<file path="src/rtl/reg_file_sb_if.sv">
// reg_file_sb_if
// Bundles the read, write, issue and flush signals of the scoreboarded
// register file so the pipeline and the register file share one port list.
//   raddr      read addresses, port i = raddr[i*AW +: AW]
//   rdata      read data, port i = rdata[i*WIDTH +: WIDTH]
//   rbusy      per-port "register still waiting on an outstanding write"
//   hazard     OR of rbusy
//   we0/waddr0/wdata0   write port 0 (ALU writeback)
//   we1/waddr1/wdata1   write port 1 (load writeback)
//   iss_valid/iss_addr  destination register of an instruction issued now
//   flush      discard every outstanding write (taken branch or jump)
// Modports: master = pipeline side, slave = register file side.
interface reg_file_sb_if #(
    parameter int WIDTH = 16,
    parameter int NREGS = 8,
    parameter int NREAD = 2
);
    localparam int AW = $clog2(NREGS);

    logic [NREAD*AW-1:0]    raddr;
    logic [NREAD*WIDTH-1:0] rdata;
    logic [NREAD-1:0]       rbusy;
    logic                   hazard;
    logic                   we0;
    logic [AW-1:0]          waddr0;
    logic [WIDTH-1:0]       wdata0;
    logic                   we1;
    logic [AW-1:0]          waddr1;
    logic [WIDTH-1:0]       wdata1;
    logic                   iss_valid;
    logic [AW-1:0]          iss_addr;
    logic                   flush;

    modport master (
        output raddr, we0, waddr0, wdata0, we1, waddr1, wdata1,
               iss_valid, iss_addr, flush,
        input  rdata, rbusy, hazard
    );

    modport slave (
        input  raddr, we0, waddr0, wdata0, we1, waddr1, wdata1,
               iss_valid, iss_addr, flush,
        output rdata, rbusy, hazard
    );
endinterface

</file>
<file path="src/rtl/reg_file_sb.sv">
// reg_file_sb
// Parametrised register file with two write ports, write-through bypass,
// optional hardwired zero register and a pending-write scoreboard used by
// the RF stage to stall on load-use hazards.
// Ports:
//   clk   rising-edge clock
//   rst   asynchronous active-high reset; clears registers and pending bits
//         and forces rdata/rbusy/hazard to 0 while held
//   bus   reg_file_sb_if slave modport carrying the read, write, issue and
//         flush signals
module reg_file_sb #(
    parameter int WIDTH    = 16,
    parameter int NREGS    = 8,
    parameter int NREAD    = 2,
    parameter int ZERO_REG = 0
) (
    input  logic         clk,
    input  logic         rst,
    reg_file_sb_if.slave bus
);
    localparam int AW = $clog2(NREGS);

    logic [WIDTH-1:0] regs [NREGS];
    logic [NREGS-1:0] pending;
    logic [NREGS-1:0] pending_next;
    logic             w0_en;
    logic             w1_en;
    logic             iss_en;

    // Writes and issues aimed at a hardwired zero register are dropped here,
    // so storage, bypass and scoreboard never see them.
    assign w0_en  = bus.we0 && !((ZERO_REG != 0) && (bus.waddr0 == '0));
    assign w1_en  = bus.we1 && !((ZERO_REG != 0) && (bus.waddr1 == '0));
    assign iss_en = bus.iss_valid && !((ZERO_REG != 0) && (bus.iss_addr == '0));

    // Register storage. W1 is written last so it wins an address collision.
    always_ff @(posedge clk or posedge rst) begin
        if (rst) begin
            for (int k = 0; k < NREGS; k++) begin
                regs[k] <= '0;
            end
        end else begin
            if (w0_en) begin
                regs[bus.waddr0] <= bus.wdata0;
            end
            if (w1_en) begin
                regs[bus.waddr1] <= bus.wdata1;
            end
        end
    end

    // Scoreboard update. Flush overrides everything; otherwise writes clear
    // first and the issue sets afterwards, because a write landing in the
    // issue cycle belongs to an older instruction.
    always_comb begin
        pending_next = pending;
        if (bus.flush) begin
            pending_next = '0;
        end else begin
            if (w0_en) begin
                pending_next[bus.waddr0] = 1'b0;
            end
            if (w1_en) begin
                pending_next[bus.waddr1] = 1'b0;
            end
            if (iss_en) begin
                pending_next[bus.iss_addr] = 1'b1;
            end
        end
    end

    always_ff @(posedge clk or posedge rst) begin
        if (rst) begin
            pending <= '0;
        end else begin
            pending <= pending_next;
        end
    end

    // Read ports: W1 bypass, then W0 bypass, then stored value. A read that
    // is satisfied by a same-cycle write is not reported busy.
    for (genvar i = 0; i < NREAD; i++) begin : g_read
        logic [AW-1:0] ra;
        logic          is_zero;
        logic          hit0;
        logic          hit1;

        assign ra      = bus.raddr[i*AW +: AW];
        assign is_zero = (ZERO_REG != 0) && (ra == '0);
        assign hit0    = w0_en && (bus.waddr0 == ra);
        assign hit1    = w1_en && (bus.waddr1 == ra);

        assign bus.rdata[i*WIDTH +: WIDTH] = (rst || is_zero) ? '0 :
                                             hit1             ? bus.wdata1 :
                                             hit0             ? bus.wdata0 :
                                                                regs[ra];
        assign bus.rbusy[i] = !rst && !is_zero && pending[ra] && !hit0 && !hit1;
    end

    assign bus.hazard = |bus.rbusy;
endmodule
</file>
<file path="src/flat_wrapper.sv">
// flat-port wrapper written by rule: the top's interface ports become plain ports
module reg_file_sb_flat 
#(
    parameter int WIDTH    = 16,
    parameter int NREGS    = 8,
    parameter int NREAD    = 2,
    parameter int ZERO_REG = 0
)
  (clk, rst, bus_raddr, bus_we0, bus_waddr0, bus_wdata0, bus_we1, bus_waddr1, bus_wdata1, bus_iss_valid, bus_iss_addr, bus_flush, bus_rdata, bus_rbusy, bus_hazard);
  reg_file_sb_if #(.WIDTH(WIDTH), .NREGS(NREGS), .NREAD(NREAD)) bus_i ();
  input  logic clk;
  input  logic rst;
  input wire logic [$bits(bus_i.raddr)-1:0] bus_raddr;
  input wire logic [$bits(bus_i.we0)-1:0] bus_we0;
  input wire logic [$bits(bus_i.waddr0)-1:0] bus_waddr0;
  input wire logic [$bits(bus_i.wdata0)-1:0] bus_wdata0;
  input wire logic [$bits(bus_i.we1)-1:0] bus_we1;
  input wire logic [$bits(bus_i.waddr1)-1:0] bus_waddr1;
  input wire logic [$bits(bus_i.wdata1)-1:0] bus_wdata1;
  input wire logic [$bits(bus_i.iss_valid)-1:0] bus_iss_valid;
  input wire logic [$bits(bus_i.iss_addr)-1:0] bus_iss_addr;
  input wire logic [$bits(bus_i.flush)-1:0] bus_flush;
  output wire logic [$bits(bus_i.rdata)-1:0] bus_rdata;
  output wire logic [$bits(bus_i.rbusy)-1:0] bus_rbusy;
  output wire logic [$bits(bus_i.hazard)-1:0] bus_hazard;
  assign bus_i.raddr = bus_raddr;
  assign bus_i.we0 = bus_we0;
  assign bus_i.waddr0 = bus_waddr0;
  assign bus_i.wdata0 = bus_wdata0;
  assign bus_i.we1 = bus_we1;
  assign bus_i.waddr1 = bus_waddr1;
  assign bus_i.wdata1 = bus_wdata1;
  assign bus_i.iss_valid = bus_iss_valid;
  assign bus_i.iss_addr = bus_iss_addr;
  assign bus_i.flush = bus_flush;
  assign bus_rdata = bus_i.rdata;
  assign bus_rbusy = bus_i.rbusy;
  assign bus_hazard = bus_i.hazard;
  reg_file_sb #(.WIDTH(WIDTH), .NREGS(NREGS), .NREAD(NREAD), .ZERO_REG(ZERO_REG)) u_core (.clk(clk), .rst(rst), .bus(bus_i));
endmodule
</file>
<file path="config.mk">
export PLATFORM = sky130hd
export DESIGN_NAME = reg_file_sb_flat
export DESIGN_NICKNAME = d
export VERILOG_FILES = /design/src/rtl/reg_file_sb_if.sv /design/src/rtl/reg_file_sb.sv /design/src/flat_wrapper.sv
export SDC_FILE = /design/constraint.sdc
export NUM_CORES = 1
export LEC_CHECK = 0
export CAP_MARGIN = 15
export CORE_MARGIN = 4
export CORE_UTILIZATION = 30
export CTS_CLUSTER_SIZE = 20
export DETAILED_ROUTE_END_ITERATION = 10
export GPL_TIMING_DRIVEN = 0
export HOLD_SLACK_MARGIN = 0.05
export PLACE_DENSITY = 0.55
export SETUP_SLACK_MARGIN = 0.5
export SLEW_MARGIN = 20
export SYNTH_ARGS = -nofsm -noshare
export SYNTH_HDL_FRONTEND = slang
export SYNTH_SLANG_ARGS = --single-unit
</file>
<file path="constraint.sdc">
create_clock -name clk -period 7.9 [get_ports clk]
set_clock_uncertainty 0.05 [all_clocks]
set_input_delay 1.58 -clock clk [delete_from_list [all_inputs] [get_ports clk]]
set_output_delay 1.58 -clock clk [all_outputs]
set_load 0.02 [all_outputs]
</file>
# Yosys cells after proc, flatten, opt, wreduce, memory -nomap -nowiden
# Index checks and enable logic that the tools add are counted.
[op_classes]
eq_ne = 4
order_cmp = 14
muxes = 36
reduce_logical = 21
bitwise = 9
[op_table]
columns = ["operator", "count"]
rows = [
  ["bitwise mux 128 bit", 2],
  ["2-to-1 mux 128 bit", 2],
  ["2-to-1 mux 16 bit", 12],
  ["binary-select mux 16 bit (select 3 bit)", 2],
  ["demux 16 bit (select 3 bit)", 2],
  ["2-to-1 mux 8 bit", 6],
  ["< comparator 3 x 4 -> 1 bit (second input constant)", 5],
  ["bitwise AND 8 bit", 2],
  ["greater-or-equal comparator 4 bit (second input constant)", 4],
  ["NOT 3 -> 4 bit", 4],
  ["NOT 8 bit", 2],
  ["logical AND 1 bit", 15],
  ["equality test 3 bit", 4],
  ["demux 1 bit (select 3 bit)", 3],
  ["greater-or-equal comparator 3 x 1 -> 1 bit (second input constant)", 3],
  ["< comparator 4 x 1 -> 1 bit (second input constant)", 2],
  ["bitwise OR 8 bit", 1],
  ["binary-select mux 1 bit (select 3 bit)", 2],
  ["zero test 1 bit", 5],
  ["2-to-1 mux 1 bit", 5],
  ["OR reduction 2 bit", 1],
]
[totals]
in_bits = 53
out_inout_bits = 35
reg_bits = 136
elab_cells = 93

# Depth between registers and ports, before layout
[logic_depth]
depth_word = 14
depth_mapped = 7
depth_no_buf = 4

# Least setup slack after synthesis
# Ideal clock, no wire load.
[synth_timing]
path_type = "input -> output"
start = "input rst"
end = "output bus_rdata[11]"
n_path_buf = 1
slack_ns = -0.556
stages = 4
t_required_ns = 6.270
arrival_ns = 6.826
cell_sequence = "inv_1 > clkbuf_1 > o21ai_0 > a31oi_1"
[synth_between]
elab_chain_cells = 1
[synth_rtl]
columns = ["element", "line", "source"]
rows = [
  ["start: declaration", "flat_wrapper.sv:12", "input logic rst;"],
  ["2-to-1 mux 16 bit", "reg_file_sb.sv:93", "assign bus.rdata[i*WIDTH +: WIDTH] = (rst || is_zero) ? '0 :"],
  ["end: declaration", "flat_wrapper.sv:23", "output wire logic [$bits(bus_i.rdata)-1:0] bus_rdata;"],
]
# No other way between the ends.

# Worst setup path in the final report
[layout_timing]
start = "input bus_raddr[1]"
end = "output bus_rdata[5]"
[layout_between]
elab_chain_cells = 7
word_cells_on_any_way = 11
classes_between = "eq/ne: 2; mux: 6; bitwise: 1; reduce/logical: 2"
[layout_rtl]
columns = ["element", "line", "source"]
rows = [
  ["start: declaration", "flat_wrapper.sv:13", "input wire logic [$bits(bus_i.raddr)-1:0] bus_raddr;"],
  ["NOT 3 -> 4 bit (implied by the code)", "reg_file_sb.sv:96", "regs[ra];"],
  ["binary-select mux 16 bit (select 3 bit)", "reg_file_sb.sv:96", ""],
  ["2-to-1 mux 16 bit (implied by the code) (2 in series)", "reg_file_sb.sv:96", ""],
  ["2-to-1 mux 16 bit", "reg_file_sb.sv:95", "hit0 ? bus.wdata0 :"],
  ["2-to-1 mux 16 bit (*)", "reg_file_sb.sv:94", "hit1 ? bus.wdata1 :"],
  ["2-to-1 mux 16 bit (*)", "reg_file_sb.sv:93", ""],
]
# Every way passes the cells marked *; elsewhere a longest branch is shown, timed or not. The select of a mux whose other input is x is not followed.

==> out/metrics.cfg <==
[pwr]
combinationalPowerShare_pct = 26.5
clock_power_share_pct = 36.4
pwr_density_cell_nw_per_um2 = 227
net-switching-power_uw = 785
switching_fraction_of_total_power_pct = 30.5
p_seq_share_pct = 37.1
power_mw = 2.58
irDropWorstVdd_mv = 0.174
leakagePower_nw = 4.81
power.internal_mw = 1.79

[grt]
grtUsageTotal_pct = 19.6
grt_first_pass_wirelength_um = 52800
grt_pass1_vias = 8192
grt_antenna_before_repair = 0
global_route.overflow_total = 0
largest_net_degree_at_the_start_of_global_routing = 76

[finish]
flow.area_growth_from_synthesis_pct = 17.4
post_route_cells_drive_above_1_share_pct = 11.7
leading_cell_types_in_the_layout_fill_and_taps_excluded = 194 x sky130_fd_sc_hd__mux2i_1, 136 x sky130_fd_sc_hd__dfrtp_1, 97 x sky130_fd_sc_hd__nand2_1
nNetsFinal = 1126
most_common_cell_after_layout_fill_and_taps_aside = sky130_fd_sc_hd__mux2i_1
finalNonFillerCells = 1489
filler_cell_count = 3124
layout.cell_area.non_filler_um2 = 11300

[detailed_routing]
detail-route-antenna-nets = 0
initialDrtViolationCount = 725
routed_via_density = 5.62
dr_total_vias = 8368
first_pass_iters = 5
totalWireLength_um = 35200
drc = 0
route.detailed.wl_per_inst_um = 23.6

[clock_tree]
cts.repair.resized = 0
root_buffer = sky130_fd_sc_hd__clkbuf_16
tritoncts.num_buffers = 17
insertion_delay_ps = 420
ctsHtreeMaxLevel = 4
clock_sink_count = 136
cts_hold_buf = 0
clk_path_buf_depth = 2
path_clk_slew_ps = 60
postCtsSetupBuffers = 0
clock_tree_from_tritoncts = done

[die]
initial_utilization_pct = 30.6
row_count = 65
floorplan.core_area_um2 = 31600
die_width_um = 188
io_pins = 88
fp.dieH_um = 188
die_area_um2 = 35200

[run_status]
outcome = finished clean

[critical_path]
timing.critical_path.from_type = input port
crit_path_max_fanout = 10
worst_ep_arrival_time_ps = 4550
crit_start = bus_raddr[1]
critical_path.endpoint_type = primary output
timing.rr.start = u_core.regs[68]
timing_worst_setup_path_type = input port to primary output
cp.required_ps = 6270

[synthesis]
netlist-cell-type-count = 34
synth_top_area_cell = sky130_fd_sc_hd__dfrtp_1
synth_top_area_share_pct = 35.2
ys_ff_latch = 136
synth.net_count = 1061
synth_area_per_cell_um2 = 9.59
synthesis.instances = 1008
synth_area_leaders = sky130_fd_sc_hd__dfrtp_1 35%, sky130_fd_sc_hd__mux2i_1 20%, sky130_fd_sc_hd__mux4_1 5.7%
sequential_cell_area_fraction_in_the_yosys_report_pct = 35.2
ys_warn_count = 0
asyncSetResetFlopFracSynth_pct = 100
synth-edff-count = 0
synth-main-ff-cell = sky130_fd_sc_hd__dfrtp_1
netlist_area_um2 = 9670

[place]
placed_cell_area_um2 = 10700
dpl.hpwl_um = 25100
gp_congestion = 0.899
numPlacedInstances = 1456
numPortBuffers = 45

[hold_path]
launch_instance_of_the_worst_min_delay_path = u_core.pending[7]
hold_class = flip-flop to flip-flop

[flow_run]
max-cap-violations = 0

[sta]
worst_slew_pin_slew_ps = 749
layout_min_cycle_time_ps = 6180
timing.final.crit_share_pct = 78.2
final-max-slew-violation-count = 0
rsz0062_at_grt = false
totalNegativeSetupSlack_ps = 0
maxSlewHeadroom_pct = 50.0
highest_clock_frequency_the_design_can_meet_mhz = 162
finalHoldViolations = 0
setup_viol_count_final = 0

==> synthesized netlist by cell type, drive strengths merged (12+ instances only) <==
cell    count
mux2i     194
dfrtp     136
nand2      97
o21ai      96
buf        76
nor2       76
a21oi      68
clkbuf     46
nand3      40
mux4       36
a22oi      35
a31oi      32
nand2b     32
xnor2      12
==> final timing paths <==
check	to	slack, ps	depth (start not counted)
max in group asynchronous	u_core.regs[50]	5030	4
hold reg to reg	u_core.pending[7]	510	2
hold / removal	u_core.pending[7]	510	2
setup reg to reg	u_core.regs[68]	7070	2
setup / recovery	bus_rdata[5]	1720	8
min in group asynchronous	u_core.regs[54]	1970	3
==> critical path, cell delays in order <==
cell and delay [ps]:
sky130_fd_sc_hd__clkdlybuf4s50_1 630, sky130_fd_sc_hd__buf_2 350, sky130_fd_sc_hd__nor2_1 240, sky130_fd_sc_hd__buf_2 270, sky130_fd_sc_hd__a22oi_1 290, sky130_fd_sc_hd__nand3_1 110
sky130_fd_sc_hd__a31oi_1 360, sky130_fd_sc_hd__clkdlybuf4s50_1 690
==> kinds of logic (layout without fill, tap and decap cells) <==
kind of cell,count (synthesis),after routing,synth area share (%)
xor gates and xnor gates,12,12,1.09
other,0,1,0
AOI/OAI and AO/OA,233,233,13.5
muxes,230,230,29.3
buffers and inverters,123,201,7.34
DFF,136,136,35.2
and+or+nand+nor,274,274,13.6
==> flip-flops by register name (all words and copies together), names as in the netlist <==
signal          flops
u_core.regs       128
u_core.pending      8
==> power by group through the flow <==
stage          clock network [mW]  logic [mW]  registers [mW]
6_report                    0.939       0.684           0.955
5_1_grt                     0.981       0.741           0.976
4_1_cts                     0.949       0.681           0.952
3_5_place_dp                    0       0.680           0.962
3_3_place_gp                    0       0.667           0.956
2_1_floorplan                   0       0.487           0.929
==> per-layer routing <==
metal	track usage, %	routed length, µm	share of wire, %
met2	32.2	16900	48
met1	25.8	14800	42
met3	3.72	2090	5.9
met4	7.28	1370	3.9
met5	0	0	0
==> per-stage QoR <==
stage | setup WS, ps | hold slack, ps | util [%]
6_report | 1720 | 510 | 35.9
5_1_grt | 1670 | 542 | 35.9
4_1_cts | 1740 | 515 | 35.9
3_5_place_dp | 1740 | 506 | 33.7
3_3_place_gp | -465 | 497 | 33.6
2_1_floorplan | 1850 | 442 | -
==> area by class of cell <==
cell class / instances / area (µm²) / area share, %
multi-input cells: 749 / 5560 / 48.9
plain buffers: 122 / 716 / 6.31
diodes: 1 / 2.50 / 0.0220
clock buffers: 21 / 470 / 4.15
clock inverters: 11 / 218 / 1.92
inverters: 1 / 3.75 / 0.0331
repair buffers: 46 / 478 / 4.21
flip-flops and latches: 136 / 3400 / 30.0
well taps: 402 / 503 / 4.43
Note: power is estimated with default switching activity, not from simulation.
